==> config.mk <==
export PLATFORM = sky130hd
export DESIGN_NAME = serial_bit_feeder_flat
export DESIGN_NICKNAME = d
export VERILOG_FILES = /design/src/rtl/serial_bit_feeder_if.sv /design/src/rtl/serial_bit_feeder.sv /design/src/flat_wrapper.sv
export SDC_FILE = /design/constraint.sdc
export NUM_CORES = 1
export LEC_CHECK = 0
export CAP_MARGIN = 10
export CORE_MARGIN = 4
export CORE_UTILIZATION = 45
export DETAILED_ROUTE_END_ITERATION = 7
export PLACE_DENSITY_LB_ADDON = 0.15
export SLEW_MARGIN = 10
export SYNTH_ARGS = -nofsm -noshare
export SYNTH_HDL_FRONTEND = slang
export SYNTH_SLANG_ARGS = --single-unit
==> constraint.sdc <==
create_clock -name clk -period 2 [get_ports clk]
set_input_delay 0.5 -clock clk [delete_from_list [all_inputs] [get_ports clk]]
set_output_delay 0.5 -clock clk [all_outputs]
set_load 0.005 [all_outputs]
==> src/rtl/serial_bit_feeder_if.sv <==
// Handshake and serial-output bundle for serial_bit_feeder.
// master = word source / serial consumer side, slave = the feeder itself.
interface serial_bit_feeder_if #(
    parameter int DATA_W = 8
);
    logic [DATA_W-1:0] s_data;
    logic              s_valid;
    logic              s_ready;
    logic              pause;
    logic              ser_out;
    logic              ser_valid;
    logic              frame_done;
    logic              busy;

    modport master (
        output s_data, s_valid, pause,
        input  s_ready, ser_out, ser_valid, frame_done, busy
    );

    modport slave (
        input  s_data, s_valid, pause,
        output s_ready, ser_out, ser_valid, frame_done, busy
    );
endinterface

==> src/rtl/serial_bit_feeder.sv <==
// Parallel-to-serial feeder: one word per valid/ready accept, one bit per clk on ser_out.
// Define PARITY_EN to append an even-parity bit after the data bits of every frame.
//
// state   | meaning
// --------+-----------------------------------------------------------
// S_IDLE  | no frame; ser_out idles, s_ready high unless paused
// S_SHIFT | frame in progress; r_bit_cnt is the index of the bit on ser_out
module serial_bit_feeder #(
    parameter int DATA_W    = 8,
    parameter bit MSB_FIRST = 1'b1,
    parameter bit IDLE_BIT  = 1'b1
) (
    input  logic                clk,
    input  logic                reset,
    serial_bit_feeder_if.slave  bus
);

`ifdef PARITY_EN
    localparam int FL = DATA_W + 1;
`else
    localparam int FL = DATA_W;
`endif
    localparam int              CNT_W    = $clog2(FL);
    localparam logic [CNT_W-1:0] LAST_CNT = CNT_W'(FL - 1);

    localparam logic [0:0] S_IDLE  = 1'b0;
    localparam logic [0:0] S_SHIFT = 1'b1;

    logic [0:0]        r_state;
    logic [CNT_W-1:0]  r_bit_cnt;
    logic [DATA_W-1:0] r_shreg;
    logic              r_ser_out;
    logic              r_ser_valid;
    logic              r_frame_done;
`ifdef PARITY_EN
    logic              r_parity;
    localparam logic [CNT_W-1:0] DATA_LAST = CNT_W'(DATA_W - 1);
`endif

    logic              w_at_last;
    logic              w_ready;
    logic              w_accept;
    logic              w_advance;
    logic              w_first_bit;
    logic              w_next_bit;
    logic [DATA_W-1:0] w_shreg_next;
    logic [CNT_W-1:0]  w_cnt_inc;

    assign w_at_last = (r_state == S_SHIFT) && (r_bit_cnt == LAST_CNT);
    assign w_ready   = !reset && !bus.pause && ((r_state == S_IDLE) || w_at_last);
    assign w_accept  = bus.s_valid && w_ready;
    assign w_advance = (r_state == S_SHIFT) && !bus.pause && !w_at_last;
    assign w_cnt_inc = r_bit_cnt + CNT_W'(1);

    assign w_first_bit = MSB_FIRST ? bus.s_data[DATA_W-1] : bus.s_data[0];

    // r_shreg head always holds the bit currently on ser_out
    always_comb begin
        w_shreg_next = MSB_FIRST ? {r_shreg[DATA_W-2:0], 1'b0} : {1'b0, r_shreg[DATA_W-1:1]};
        w_next_bit   = MSB_FIRST ? r_shreg[DATA_W-2] : r_shreg[1];
`ifdef PARITY_EN
        if (r_bit_cnt == DATA_LAST) begin
            w_next_bit = r_parity;
        end
`endif
    end

    always_ff @(posedge clk or posedge reset) begin
        if (reset) begin
            r_state      <= S_IDLE;
            r_bit_cnt    <= '0;
            r_shreg      <= '0;
            r_ser_out    <= IDLE_BIT;
            r_ser_valid  <= 1'b0;
            r_frame_done <= 1'b0;
`ifdef PARITY_EN
            r_parity     <= 1'b0;
`endif
        end else if (w_accept) begin
            r_state      <= S_SHIFT;
            r_bit_cnt    <= '0;
            r_shreg      <= bus.s_data;
            r_ser_out    <= w_first_bit;
            r_ser_valid  <= 1'b1;
            r_frame_done <= 1'b0;
`ifdef PARITY_EN
            r_parity     <= ^bus.s_data;
`endif
        end else if (w_advance) begin
            r_bit_cnt    <= w_cnt_inc;
            r_shreg      <= w_shreg_next;
            r_ser_out    <= w_next_bit;
            r_ser_valid  <= 1'b1;
            r_frame_done <= (w_cnt_inc == LAST_CNT);
        end else begin
            // paused (hold position) or last bit done with no follow-on word
            if ((r_state == S_SHIFT) && !bus.pause) begin
                r_state   <= S_IDLE;
                r_bit_cnt <= '0;
            end
            r_ser_out    <= IDLE_BIT;
            r_ser_valid  <= 1'b0;
            r_frame_done <= 1'b0;
        end
    end

    assign bus.s_ready    = w_ready;
    assign bus.ser_out    = r_ser_out;
    assign bus.ser_valid  = r_ser_valid;
    assign bus.frame_done = r_frame_done;
    assign bus.busy       = (r_state != S_IDLE);

endmodule

==> src/flat_wrapper.sv <==
// flat-port wrapper written by rule: the top's interface ports become plain ports
module serial_bit_feeder_flat 
#(
    parameter int DATA_W    = 8,
    parameter bit MSB_FIRST = 1'b1,
    parameter bit IDLE_BIT  = 1'b1
)
  (clk, reset, bus_s_data, bus_s_valid, bus_pause, bus_s_ready, bus_ser_out, bus_ser_valid, bus_frame_done, bus_busy);
  serial_bit_feeder_if #(.DATA_W(DATA_W)) bus_i ();
  input  logic clk;
  input  logic reset;
  input wire logic [$bits(bus_i.s_data)-1:0] bus_s_data;
  input wire logic [$bits(bus_i.s_valid)-1:0] bus_s_valid;
  input wire logic [$bits(bus_i.pause)-1:0] bus_pause;
  output wire logic [$bits(bus_i.s_ready)-1:0] bus_s_ready;
  output wire logic [$bits(bus_i.ser_out)-1:0] bus_ser_out;
  output wire logic [$bits(bus_i.ser_valid)-1:0] bus_ser_valid;
  output wire logic [$bits(bus_i.frame_done)-1:0] bus_frame_done;
  output wire logic [$bits(bus_i.busy)-1:0] bus_busy;
  assign bus_i.s_data = bus_s_data;
  assign bus_i.s_valid = bus_s_valid;
  assign bus_i.pause = bus_pause;
  assign bus_s_ready = bus_i.s_ready;
  assign bus_ser_out = bus_i.ser_out;
  assign bus_ser_valid = bus_i.ser_valid;
  assign bus_frame_done = bus_i.frame_done;
  assign bus_busy = bus_i.busy;
  serial_bit_feeder #(.DATA_W(DATA_W), .MSB_FIRST(MSB_FIRST), .IDLE_BIT(IDLE_BIT)) u_core (.clk(clk), .reset(reset), .bus(bus_i));
endmodule
==> impl_metrics.prom, run 1 <==
# TYPE chip_impl_metric gauge
chip_impl_metric{name="synth_async_sr_flop_share",unit=""} 1.00
chip_impl_metric{name="post-synth-top-area-fraction",unit=""} 0.467
chip_impl_metric{name="power.ir.vdd_worst",unit="V"} 0.000550
chip_impl_metric{name="globalRouteMet2Util",unit=""} 0.243
chip_impl_metric{name="ant_nets",unit=""} 0
chip_impl_metric{name="die_width",unit="um"} 47.4
chip_impl_metric{name="drv_slew",unit=""} 0
chip_impl_metric{name="floorplan.die.height",unit="um"} 47.4
chip_impl_metric{name="power.share.combinational",unit=""} 0.334
chip_impl_metric{name="p_leak",unit="nW"} 0.497
chip_impl_metric{name="globalRouteOverflowTotal",unit=""} 0
chip_impl_info{name="synth_top_cell_by_area",value="dfrtp_1"} 1
chip_impl_metric{name="pwr-share-clk",unit=""} 0.219
chip_impl_info{name="run_status",value="finished, final reports clean"} 1
chip_impl_metric{name="post_synth_edffs",unit=""} 0
chip_impl_info{name="hp-class",value="register to register"} 1
chip_impl_metric{name="timing.final.crit_share",unit=""} 0.963
chip_impl_info{name="cts_tree",value="built"} 1
chip_impl_info{name="synth_ff_type",value="dfrtp_1"} 1
chip_impl_metric{name="firstDrtPassIters",unit=""} 2
chip_impl_metric{name="synth.yosys.warnings",unit=""} 0
chip_impl_metric{name="final_layout_size_suffix_gt1_frac",unit=""} 0.315
chip_impl_metric{name="gpl.final_weighted_congestion",unit=""} 0.676
chip_impl_metric{name="placeableCoreArea",unit="um^2"} 1380
chip_impl_metric{name="max_cap_violations",unit=""} 0
chip_impl_metric{name="synth.avg_cell_area",unit="um^2"} 11.2
chip_impl_metric{name="placement_rows",unit=""} 13
chip_impl_metric{name="layoutNonFillerInstCount",unit=""} 107
chip_impl_metric{name="ys_seq_elements",unit=""} 14
chip_impl_info{name="worstSetupPathType",value="register to primary output"} 1
chip_impl_metric{name="finalNetCount",unit=""} 108
chip_impl_metric{name="dp.cells",unit=""} 102
chip_impl_info{name="combinational_family_with_the_most_area_after_synthesis",value="compound AO/OA/AOI/OAI gates"} 1
chip_impl_metric{name="critical_path.max_fanout",unit=""} 2
chip_impl_metric{name="actual_slew_at_the_worst_max_slew_pin",unit="ps"} 520
chip_impl_metric{name="via_count",unit=""} 519
chip_impl_metric{name="netSwitchingPower",unit="uW"} 261
chip_impl_metric{name="timing.max_slew.rel_slack",unit=""} 0.653
chip_impl_metric{name="timing.final.crit_period",unit="ps"} 1930
chip_impl_info{name="post_synth_main_area_contributors",value="dfrtp_1 47%, inv_1 8.1%, o221ai_1 7.5%, ha_1 5.4%, mux2_4 4.3%"} 1
chip_impl_metric{name="sw_frac_of_total",unit=""} 0.281
chip_impl_info{name="worstSetupStartpointType",value="register"} 1
chip_impl_metric{name="seqPwrFrac",unit=""} 0.447
chip_impl_metric{name="synth.mux.area_fraction",unit=""} 0.0431
chip_impl_metric{name="netlist_instances",unit=""} 62
chip_impl_metric{name="antenna_cells",unit=""} 0
chip_impl_metric{name="fmax",unit="MHz"} 519
chip_impl_info{name="grt.busiest_layer",value="met2"} 1
chip_impl_metric{name="port_buffers",unit=""} 16
chip_impl_metric{name="layout.cell_area.non_filler",unit="um^2"} 998
chip_impl_info{name="slowest_stage",value="dfrtp_1"} 1
chip_impl_metric{name="clock_path_buffers",unit=""} 2
chip_impl_metric{name="finClkSkew",unit="ps"} 1.30
chip_impl_metric{name="number_of_buffers_created_by_cts",unit=""} 3
chip_impl_metric{name="floorplan.io_pins",unit=""} 17
chip_impl_metric{name="tritoncts_num_sinks",unit=""} 14
chip_impl_info{name="setup.worst_path.end_class",value="primary output"} 1
chip_impl_metric{name="timing.final.hold_violations",unit=""} 0
chip_impl_metric{name="synthesized_nets",unit=""} 77
chip_impl_metric{name="overall_global_routing_usage",unit=""} 0.153
chip_impl_metric{name="first_global_vias",unit=""} 531
chip_impl_metric{name="worst_skew_pair.late_latency",unit="ps"} 280
chip_impl_metric{name="dr.first_iter.drc_count",unit=""} 1
chip_impl_metric{name="clkSlewWorstSetupHoldPaths",unit="ps"} 80
chip_impl_metric{name="drc",unit=""} 0
chip_impl_metric{name="synthesis.area",unit="um^2"} 697
chip_impl_metric{name="total_power",unit="uW"} 928
chip_impl_metric{name="worst-endpoint-required",unit="ps"} 1500
chip_impl_metric{name="grt_max_degree",unit=""} 15
chip_impl_metric{name="finalSetupViolCount",unit=""} 0
chip_impl_info{name="path_cells",value="ha_2 -> ha_4 -> nand2b_4 -> and2_2 -> buf_2"} 1
chip_impl_metric{name="synth_simple_gate_area_share",unit=""} 0.142
chip_impl_metric{name="wirelength",unit="mm"} 1.30
chip_impl_metric{name="internal-power",unit="uW"} 668
chip_impl_metric{name="ys_types",unit=""} 22
chip_impl_metric{name="cts_hold_buffers",unit=""} 0
chip_impl_metric{name="vias_per_cell",unit=""} 4.85
chip_impl_metric{name="dpl_cell_area",unit="um^2"} 940
chip_impl_metric{name="critPathArrivalTime",unit="ps"} 1430
chip_impl_metric{name="areaGrowthSynthToFinish",unit="%"} 43.3
chip_impl_metric{name="synth_xor_area_frac",unit=""} 0
chip_impl_metric{name="synth-compound-area-share",unit=""} 0.160
chip_impl_metric{name="synth_seq_area_share",unit=""} 0.504
chip_impl_metric{name="num-fill-cells",unit=""} 102
chip_impl_metric{name="synth_adder_area_share",unit=""} 0.0539
chip_impl_metric{name="grt_use_met1",unit=""} 0.192
chip_impl_metric{name="critical_path.max_stage_delay",unit="ps"} 390
chip_impl_metric{name="grt_antenna_before_repair",unit=""} 0
chip_impl_metric{name="global_route_wire_length_before_repair",unit="mm"} 2.32
chip_impl_metric{name="pwr_density",unit="nW/um^2"} 930
chip_impl_metric{name="path_buf_inv",unit=""} 1
chip_impl_info{name="grt_setup_unrepaired",value="false"} 1
chip_impl_info{name="critical_path.top_delay_family",value="flip-flops"} 1
chip_impl_metric{name="die_area",unit="um^2"} 2240
chip_impl_metric{name="met3_usage",unit=""} 0.0230
chip_impl_metric{name="initial_utilization",unit=""} 0.504
chip_impl_metric{name="h-tree-depth",unit=""} 1
chip_impl_metric{name="wl_per_cell",unit="um"} 12.1
chip_impl_metric{name="detailed_place_hpwl",unit="mm"} 1.00
chip_impl_info{name="root_buffer",value="clkbuf_4"} 1
==> cell usage after synthesis (2+ instances only) <==
| master | instances |
|---|---|
| a21o_2 | 2 |
| dfrtp_1 | 13 |
| nand2_1 | 6 |
| inv_1 | 15 |
| mux2_4 | 2 |
| ha_1 | 3 |
| o221ai_1 | 6 |
==> sequential cells by signal (all words and copies together) (netlist names) <==
signal,flops
u_core.bus.busy,1
u_core.bus.ser_out,1
u_core.r_shreg,7
u_core.bus.ser_valid,1
u_core.r_bit_cnt,3
u_core.bus.frame_done,1
==> worst register-to-register path, cell delays in order, from the launching register on <==
cell	delay [ps]
dfrtp_1	390
ha_2	200
ha_4	150
buf_4	120
buf_4	120
nor3b_2	280
nor2b_1	80
mux2_4	260
==> layer usage <==
layer	wire length, um	vias to the layer above
met5	0	-
met4	29	0
met3	98	4
met2	605	15
met1	566	233
li1	-	267
==> area by class of cell <==
type                       count  area [um^2]  area share
clock buffer                   4         36.3      0.0363
multi-input combinational     32          298       0.298
sequential                    14          352       0.352
timing repair buffer          27          238       0.238
inverter                      15         56.3      0.0564
tap                           15         18.8      0.0188
==> path summary, 6_finish.rpt <==
check                                                       end  depth (start not counted)  slack, ps                            start
worst max-delay path                                bus_s_ready                          5         70  u_core.r_bit_cnt[0]$_DFFE_PP0P_
worst min-delay path              u_core.r_shreg[5]$_DFFE_PP0P_                          2        490    u_core.r_shreg[4]$_DFFE_PP0P_
worst max register to register    u_core.r_shreg[0]$_DFFE_PP0P_                          7        280  u_core.r_bit_cnt[0]$_DFFE_PP0P_
worst min register to register    u_core.r_shreg[5]$_DFFE_PP0P_                          2        490    u_core.r_shreg[4]$_DFFE_PP0P_
max in group asynchronous          u_core.bus.ser_out$_DFF_PP1_                          3        900                            reset
min in group asynchronous       u_core.bus.frame_done$_DFF_PP0_                          3        740                            reset
==> timing repair <==
| action | CTS | global route |
|---|---|---|
| pin swaps | 1 | 1 |
| gates resized for setup | 6 | 2 |
| buffers inserted | 0 | 1 |
| endpoints found under the setup margin | 1 | 1 |
==> layout by cell type, fill, tap and decap left out, drive strengths merged <==
| cell type | netlist | layout |
|---|---|---|
| inv | 15 | 15 |
| clkdlybuf4s50 | 0 | 15 |
| dfrtp | 13 | 13 |
| buf | 1 | 12 |
| nand2 | 6 | 6 |
| o221ai | 6 | 6 |
| clkbuf | 0 | 4 |
| a21o | 3 | 3 |
| ha | 3 | 3 |
| mux2 | 2 | 2 |
| nand2b | 2 | 2 |
| a21oi | 1 | 1 |
| nor3b | 1 | 1 |
| nor2b | 1 | 1 |
| nor2 | 1 | 1 |
| nand3 | 1 | 1 |
| and2 | 1 | 1 |
| and3 | 1 | 1 |
| a2bb2oi | 1 | 1 |
| nor3 | 1 | 1 |
| a22o | 1 | 1 |
| dfstp | 1 | 1 |
==> power by group through the flow <==
stage | logic [mW] | registers (mW) | clock network (mW)
2_1_floorplan | 0.169 | 0.411 | 0
3_3_place_gp | 0.290 | 0.410 | 0
3_5_place_dp | 0.297 | 0.415 | 0
4_1_cts | 0.300 | 0.410 | 0.213
5_1_grt | 0.356 | 0.429 | 0.226
6_report | 0.310 | 0.415 | 0.203
==> logic make-up after synthesis <==
group                      count (synthesis)
AOI/OAI and AO/OA                         12
adders and majority gates                  3
buffers and inverters                     16
DFF                                       14
muxes                                      2
and+or+nand+nor                           15
==> per-stage QoR <==
stage | hold slack [ps] | setup WS, ps | setup TNS (ps) | util
after global placement | 462 | -175 | -175 | 0.680
final | 486 | 74.0 | 0 | 0.722
after floorplan | 389 | 308 | 0 | -
after detailed placement | 470 | -223 | -223 | 0.680
after global routing | 515 | 5.12 | 0 | 0.722
after CTS | 492 | 12.0 | 0 | 0.706
Note: power is estimated with default switching activity, not from simulation.
==> run 2, diff against run 1 <==
--- a/config.mk
+++ b/config.mk
@@ -6,10 +6,10 @@
 export NUM_CORES = 1
 export LEC_CHECK = 0
 export CAP_MARGIN = 10
-export CORE_MARGIN = 4
 export CORE_UTILIZATION = 45
 export DETAILED_ROUTE_END_ITERATION = 7
 export PLACE_DENSITY_LB_ADDON = 0.15
+export SKIP_LAST_GASP = 1
 export SLEW_MARGIN = 10
 export SYNTH_ARGS = -nofsm -noshare
 export SYNTH_HDL_FRONTEND = slang
==> constraint.sdc (replaced) <==
create_clock -name clk -period 2 [get_ports clk]
set_input_delay 0.6 -clock clk [delete_from_list [all_inputs] [get_ports clk]]
set_output_delay 0.6 -clock clk [all_outputs]
set_load 0.005 [all_outputs]
==> impl_metrics.prom, run 2 (synthesis results as in run 1) <==
# TYPE chip_impl_metric gauge
chip_impl_metric{name="post-place-ws",unit="ps"} -398
chip_impl_metric{name="critPathArrivalTime",unit="ps"} 1400
chip_impl_metric{name="clock_path_buffers",unit=""} 2
chip_impl_metric{name="layoutNonFillerInstCount",unit=""} 106
chip_impl_metric{name="cts_hold_buffers",unit=""} 0
chip_impl_metric{name="fin_tns_setup",unit="ps"} -4.23
chip_impl_metric{name="fmax",unit="MHz"} 499
chip_impl_metric{name="detailed_place_hpwl",unit="um"} 900
chip_impl_metric{name="crit_cells",unit=""} 5
chip_impl_metric{name="ant_nets",unit=""} 0
chip_impl_metric{name="placement_rows",unit=""} 13
chip_impl_metric{name="wl_per_cell",unit="um"} 11.8
chip_impl_metric{name="pwr_density",unit="nW/um^2"} 938
chip_impl_metric{name="power.share.combinational",unit=""} 0.335
chip_impl_metric{name="firstDrtPassIters",unit=""} 4
chip_impl_metric{name="h-tree-depth",unit=""} 1
chip_impl_metric{name="floorplan.io_pins",unit=""} 17
chip_impl_metric{name="first_global_vias",unit=""} 472
chip_impl_metric{name="die_width",unit="um"} 41.4
chip_impl_metric{name="worst_skew_pair.late_latency",unit="ps"} 280
chip_impl_info{name="run_status",value="complete, but fails checks"} 1
chip_impl_metric{name="number_of_buffers_created_by_cts",unit=""} 3
chip_impl_info{name="root_buffer",value="clkbuf_4"} 1
chip_impl_metric{name="timing.final.hold_violations",unit=""} 0
chip_impl_metric{name="worst_r2r_path_depth",unit=""} 7
chip_impl_metric{name="port_buffers",unit=""} 16
chip_impl_metric{name="seqPwrFrac",unit=""} 0.444
chip_impl_metric{name="path_buf_inv",unit=""} 1
chip_impl_metric{name="placeableCoreArea",unit="um^2"} 1370
chip_impl_metric{name="critical_path.max_fanout",unit=""} 2
chip_impl_metric{name="timing.final.crit_share",unit=""} 1.00
chip_impl_metric{name="internal-power",unit="uW"} 668
chip_impl_metric{name="grt_antenna_before_repair",unit=""} 0
chip_impl_metric{name="power.ir.vdd_worst",unit="V"} 0.000648
chip_impl_metric{name="clkSlewWorstSetupHoldPaths",unit="ps"} 80
chip_impl_metric{name="drc",unit=""} 0
chip_impl_metric{name="max_cap_violations",unit=""} 0
chip_impl_metric{name="final_layout_size_suffix_gt1_frac",unit=""} 0.308
chip_impl_metric{name="globalRouteOverflowTotal",unit=""} 0
chip_impl_info{name="grt_setup_unrepaired",value="true"} 1
chip_impl_info{name="slowest_stage",value="dfrtp_1"} 1
chip_impl_info{name="hp-class",value="register to register"} 1
chip_impl_info{name="layout_common_cells",value="15 x inv_1, 13 x clkdlybuf4s50_1, 13 x dfrtp_1"} 1
chip_impl_info{name="setup.worst_path.start",value="u_core.r_bit_cnt[1]$_DFFE_PP0P_"} 1
chip_impl_metric{name="initial_utilization",unit=""} 0.510
chip_impl_metric{name="areaGrowthSynthToFinish",unit="%"} 42.9
chip_impl_metric{name="vias_per_cell",unit=""} 4.85
chip_impl_metric{name="via_count",unit=""} 514
chip_impl_metric{name="largest_register_ffs",unit=""} 7
chip_impl_metric{name="dpl_cell_area",unit="um^2"} 932
chip_impl_metric{name="finClkSkew",unit="ps"} 3.64
chip_impl_metric{name="sw_frac_of_total",unit=""} 0.285
chip_impl_info{name="failed_checks",value="negative setup slack"} 1
chip_impl_metric{name="actual_slew_at_the_worst_max_slew_pin",unit="ps"} 535
chip_impl_metric{name="finalCoreUtilization",unit=""} 0.729
chip_impl_info{name="worstSetupStartpointType",value="register"} 1
chip_impl_info{name="reg_top3",value="u_core.r_shreg (7), u_core.r_bit_cnt (3)"} 1
chip_impl_metric{name="drv_slew",unit=""} 0
chip_impl_metric{name="die_area",unit="um^2"} 1710
chip_impl_metric{name="grt_max_degree",unit=""} 15
chip_impl_info{name="cts_tree",value="built"} 1
chip_impl_metric{name="wirelength",unit="mm"} 1.25
chip_impl_metric{name="gpl.final_weighted_congestion",unit=""} 0.703
chip_impl_info{name="layout.cells.most_common",value="inv_1"} 1
chip_impl_metric{name="global_route_wire_length_before_repair",unit="mm"} 2.04
chip_impl_info{name="top_register",value="u_core.r_shreg"} 1
chip_impl_info{name="setup.worst_path.end_class",value="primary output"} 1
chip_impl_metric{name="finalWorstSetupSlack",unit="ps"} -4.23
chip_impl_metric{name="netSwitchingPower",unit="uW"} 266
chip_impl_info{name="path_cells",value="ha_2 -> ha_4 -> nand2b_4 -> and2_4 -> buf_6"} 1
chip_impl_metric{name="overall_global_routing_usage",unit=""} 0.193
chip_impl_info{name="worstSetupPathType",value="register to primary output"} 1
chip_impl_metric{name="layout.cell_area.non_filler",unit="um^2"} 996
chip_impl_metric{name="finalSetupViolCount",unit=""} 1
chip_impl_info{name="crit-reg2reg-launch",value="u_core.r_bit_cnt[1]$_DFFE_PP0P_"} 1
chip_impl_metric{name="p_leak",unit="nW"} 0.497
chip_impl_metric{name="dp.cells",unit=""} 101
chip_impl_metric{name="dr.first_iter.drc_count",unit=""} 17
chip_impl_metric{name="antenna_cells",unit=""} 0
chip_impl_metric{name="tritoncts_num_sinks",unit=""} 14
chip_impl_metric{name="worstHoldPathCells",unit=""} 2
chip_impl_metric{name="critical_path.max_stage_delay",unit="ps"} 390
chip_impl_info{name="hp-start",value="u_core.r_shreg[0]$_DFFE_PP0P_"} 1
chip_impl_metric{name="pwr-share-clk",unit=""} 0.221
chip_impl_info{name="critical_path.top_delay_family",value="flip-flops"} 1
chip_impl_metric{name="timing.final.crit_period",unit="ps"} 2000
chip_impl_metric{name="floorplan.die.height",unit="um"} 41.4
chip_impl_metric{name="timing.max_slew.rel_slack",unit=""} 0.643
chip_impl_metric{name="finalNetCount",unit=""} 107
chip_impl_metric{name="worst-endpoint-required",unit="ps"} 1400
[run 2: tightest hold or removal path, cell delays in order, from the launching register on]
cell and delay [ps]:
dfrtp_1 340, nand2_1 50, o221ai_1 60
[run 2: what timing repair did]
action	CTS	global route
pin swaps	2	1
setup buffers	1	0
gates resized for setup	12	0
gates cloned	0	0
endpoints found under the setup margin	1	1
[run 2: path summary, 6_finish.rpt]
path	endpoint	slack [ps]
max	bus_s_ready	-4
min	u_core.r_shreg[1]$_DFFE_PP0P_	490
max reg2reg	u_core.r_shreg[0]$_DFFE_PP0P_	320
min reg2reg	u_core.r_shreg[1]$_DFFE_PP0P_	490
max in group asynchronous	u_core.bus.ser_out$_DFF_PP1_	1110
min in group asynchronous	u_core.bus.ser_valid$_DFF_PP0_	520
[run 2: cell type report]
| class | count | area (um^2) |
|---|---|---|
| fill | 106 | 370 |
| inverter | 15 | 56.3 |
| multi-input combinational | 32 | 299 |
| clock buffer | 4 | 36.3 |
| tap | 15 | 18.8 |
| sequential | 14 | 352 |
| timing repair buffer | 26 | 234 |
[run 2: routing by layer]
layer | vias to the layer above | share of wire | track usage
met5 | - | 0 | 0
met2 | 19 | 0.45 | 0.289
met1 | 231 | 0.48 | 0.257
met3 | 2 | 0.057 | 0.0479
li1 | 262 | - | -
met4 | 0 | 0.0096 | 0.0968
[run 2: power groups by stage]
stage | Sequential [mW] | Clock [mW] | Combinational (mW)
after floorplan | 0.411 | 0 | 0.169
after global placement | 0.410 | 0 | 0.286
after detailed placement | 0.414 | 0 | 0.291
after CTS | 0.413 | 0.211 | 0.314
after global routing | 0.430 | 0.222 | 0.356
final | 0.415 | 0.207 | 0.313
[run 2: metrics by stage]
step	hold slack, ps	total power, mW
final	488	0.934
after global routing	526	1.01
after CTS	489	0.938
after detailed placement	469	0.705
after global placement	465	0.696
after floorplan	448	0.580
==> run 3, diff against run 2 <==
--- a/config.mk
+++ b/config.mk
@@ -6,7 +6,7 @@
 export NUM_CORES = 1
 export LEC_CHECK = 0
 export CAP_MARGIN = 10
-export CORE_UTILIZATION = 45
+export CORE_UTILIZATION = 46
 export DETAILED_ROUTE_END_ITERATION = 7
 export PLACE_DENSITY_LB_ADDON = 0.15
 export SKIP_LAST_GASP = 1
==> impl_metrics.prom, run 3 (synthesis results as in run 1) <==
# TYPE chip_impl_metric gauge
chip_impl_metric{name="netSwitchingPower",unit="uW"} 270
chip_impl_info{name="hp-class",value="register to register"} 1
chip_impl_metric{name="placement_rows",unit=""} 13
chip_impl_info{name="grt.busiest_layer",value="met2"} 1
chip_impl_metric{name="ant_nets",unit=""} 0
chip_impl_metric{name="sw_frac_of_total",unit=""} 0.288
chip_impl_metric{name="floorplan.die.height",unit="um"} 40.9
chip_impl_metric{name="die_area",unit="um^2"} 1670
chip_impl_metric{name="clock_path_buffers",unit=""} 2
chip_impl_metric{name="actual_slew_at_the_worst_max_slew_pin",unit="ps"} 549
chip_impl_metric{name="initial_utilization",unit=""} 0.516
chip_impl_metric{name="timing.final.hold_violations",unit=""} 0
chip_impl_metric{name="post-place-ws",unit="ps"} -384
chip_impl_info{name="layout.cells.most_common",value="inv_1"} 1
chip_impl_metric{name="overall_global_routing_usage",unit=""} 0.199
chip_impl_metric{name="antenna_cells",unit=""} 0
chip_impl_metric{name="power.share.combinational",unit=""} 0.338
chip_impl_info{name="worstSetupStartpointType",value="register"} 1
chip_impl_metric{name="globalRouteOverflowTotal",unit=""} 0
chip_impl_metric{name="finalSetupViolCount",unit=""} 1
chip_impl_metric{name="h-tree-depth",unit=""} 1
chip_impl_metric{name="tritoncts_num_sinks",unit=""} 14
chip_impl_info{name="cts_tree",value="built"} 1
chip_impl_metric{name="internal-power",unit="uW"} 668
chip_impl_metric{name="dr.first_iter.drc_count",unit=""} 9
chip_impl_metric{name="global_route_wire_length_before_repair",unit="mm"} 2.10
chip_impl_info{name="reg_top3",value="u_core.r_shreg (7), u_core.r_bit_cnt (3)"} 1
chip_impl_metric{name="timing.final.crit_period",unit="ps"} 2010
chip_impl_metric{name="placeableCoreArea",unit="um^2"} 1350
chip_impl_metric{name="via_count",unit=""} 522
chip_impl_metric{name="critical_path.max_fanout",unit=""} 2
chip_impl_metric{name="port_buffers",unit=""} 16
chip_impl_metric{name="layoutNonFillerInstCount",unit=""} 105
chip_impl_metric{name="final_layout_size_suffix_gt1_frac",unit=""} 0.300
chip_impl_info{name="layout_common_cells",value="15 x inv_1, 13 x clkdlybuf4s50_1, 13 x dfrtp_1"} 1
chip_impl_metric{name="max_cap_violations",unit=""} 0
chip_impl_metric{name="globalRouteMet2Util",unit=""} 0.301
chip_impl_metric{name="worst-endpoint-required",unit="ps"} 1400
chip_impl_metric{name="fin_tns_setup",unit="ps"} -14.0
chip_impl_metric{name="grt_max_degree",unit=""} 15
chip_impl_metric{name="finalWorstSetupSlack",unit="ps"} -14.0
chip_impl_metric{name="seqPwrFrac",unit=""} 0.442
chip_impl_metric{name="drc",unit=""} 0
chip_impl_info{name="worstSetupPathType",value="register to primary output"} 1
chip_impl_metric{name="die_width",unit="um"} 40.9
chip_impl_metric{name="finClkSkew",unit="ps"} 2.26
chip_impl_metric{name="cts_hold_buffers",unit=""} 0
chip_impl_metric{name="num-fill-cells",unit=""} 92
chip_impl_metric{name="wirelength",unit="mm"} 1.32
chip_impl_metric{name="firstDrtPassIters",unit=""} 4
chip_impl_metric{name="worst_skew_pair.late_latency",unit="ps"} 280
chip_impl_metric{name="grt_use_met1",unit=""} 0.269
chip_impl_metric{name="timing.max_slew.rel_slack",unit=""} 0.633
chip_impl_metric{name="fmax",unit="MHz"} 497
chip_impl_metric{name="vias_per_cell",unit=""} 4.97
chip_impl_metric{name="hold-worst-slack",unit="ps"} 489
chip_impl_metric{name="layout.cell_area.non_filler",unit="um^2"} 988
chip_impl_metric{name="pwr_density",unit="nW/um^2"} 949
chip_impl_metric{name="wl_per_cell",unit="um"} 12.6
chip_impl_info{name="setup.worst_path.end_class",value="primary output"} 1
chip_impl_metric{name="critPathArrivalTime",unit="ps"} 1410
chip_impl_metric{name="first_global_vias",unit=""} 483
chip_impl_info{name="failed_checks",value="negative setup slack"} 1
chip_impl_metric{name="grt_antenna_before_repair",unit=""} 0
chip_impl_metric{name="pwr-share-clk",unit=""} 0.220
chip_impl_metric{name="p_leak",unit="nW"} 0.492
chip_impl_info{name="grt_setup_unrepaired",value="true"} 1
chip_impl_metric{name="regToRegSetupSlack",unit="ps"} 360
chip_impl_metric{name="power.ir.vdd_worst",unit="V"} 0.000594
chip_impl_metric{name="met3_usage",unit=""} 0.0380
chip_impl_metric{name="finalNetCount",unit=""} 106
chip_impl_metric{name="clkSlewWorstSetupHoldPaths",unit="ps"} 90
chip_impl_metric{name="areaGrowthSynthToFinish",unit="%"} 41.8
chip_impl_info{name="run_status",value="complete, but fails checks"} 1
chip_impl_metric{name="gpl.final_weighted_congestion",unit=""} 0.697
chip_impl_metric{name="largest_register_ffs",unit=""} 7
chip_impl_metric{name="number_of_buffers_created_by_cts",unit=""} 3
chip_impl_metric{name="drv_slew",unit=""} 0
chip_impl_metric{name="detailed_place_hpwl",unit="um"} 904
chip_impl_metric{name="dp.cells",unit=""} 100
chip_impl_metric{name="timing.final.crit_share",unit=""} 1.01
chip_impl_info{name="top_register",value="u_core.r_shreg"} 1
chip_impl_metric{name="dpl_cell_area",unit="um^2"} 925
chip_impl_metric{name="floorplan.io_pins",unit=""} 17
chip_impl_info{name="root_buffer",value="clkbuf_4"} 1
run 3: path summary, 6_finish.rpt:
check	startpoint	endpoint	depth (start not counted)
max	u_core.r_bit_cnt[1]$_DFFE_PP0P_	bus_s_ready	5
min	u_core.r_shreg[6]$_DFFE_PP0P_	u_core.bus.ser_out$_DFF_PP1_	2
max reg2reg	u_core.r_bit_cnt[1]$_DFFE_PP0P_	u_core.r_shreg[0]$_DFFE_PP0P_	7
min reg2reg	u_core.r_shreg[6]$_DFFE_PP0P_	u_core.bus.ser_out$_DFF_PP1_	2
max in group asynchronous	reset	u_core.bus.ser_out$_DFF_PP1_	2
min in group asynchronous	reset	u_core.bus.frame_done$_DFF_PP0_	2
run 3: critical path: stages (launching register included):
cell and delay [ps]:
dfrtp_1 390, ha_2 210, ha_4 160, nand2b_4 130, and2_4 130, buf_6 100
run 3: final cells by class:
| class | count | area [um^2] | share of cell area |
|---|---|---|---|
| Timing Repair Buffer | 25 | 226 | 0.229 |
| Tap cell | 15 | 18.8 | 0.0190 |
| Multi-Input combinational cell | 32 | 299 | 0.303 |
| Sequential cell | 14 | 352 | 0.356 |
| Inverter | 15 | 56.3 | 0.0570 |
| Clock buffer | 4 | 36.3 | 0.0367 |
run 3: per-layer routing:
| layer | wire length, um | part of all wire | vias up |
|---|---|---|---|
| met5 | 0 | 0 | - |
| met4 | 28 | 0.021 | 0 |
| met3 | 91 | 0.069 | 4 |
| met2 | 557 | 0.42 | 19 |
| met1 | 647 | 0.49 | 232 |
| li1 | - | - | 267 |
run 3: repair_timing:
| action | 4_1_cts | 5_1_grt |
|---|---|---|
| buffers inserted | 1 | 0 |
| resized for setup | 11 | 0 |
| endpoints found under the setup margin | 1 | 1 |
| pin swaps | 2 | 0 |
| cloned | 0 | 0 |
run 3: power by group through the flow:
stage / clock [mW] / sequential (mW) / combinational (mW)
after detailed placement: 0 / 0.413 / 0.288
after global routing: 0.219 / 0.424 / 0.360
final: 0.206 / 0.414 / 0.317
after CTS: 0.207 / 0.413 / 0.311
after global placement: 0 / 0.410 / 0.283
after floorplan: 0 / 0.411 / 0.169
run 3: through the flow:
| step | utilization | power [mW] |
|---|---|---|
| floorplan | - | 0.580 |
| global placement | 0.685 | 0.692 |
| detailed placement | 0.685 | 0.701 |
| CTS | 0.732 | 0.932 |
| global route | 0.732 | 1.00 |
| finish | 0.732 | 0.938 |
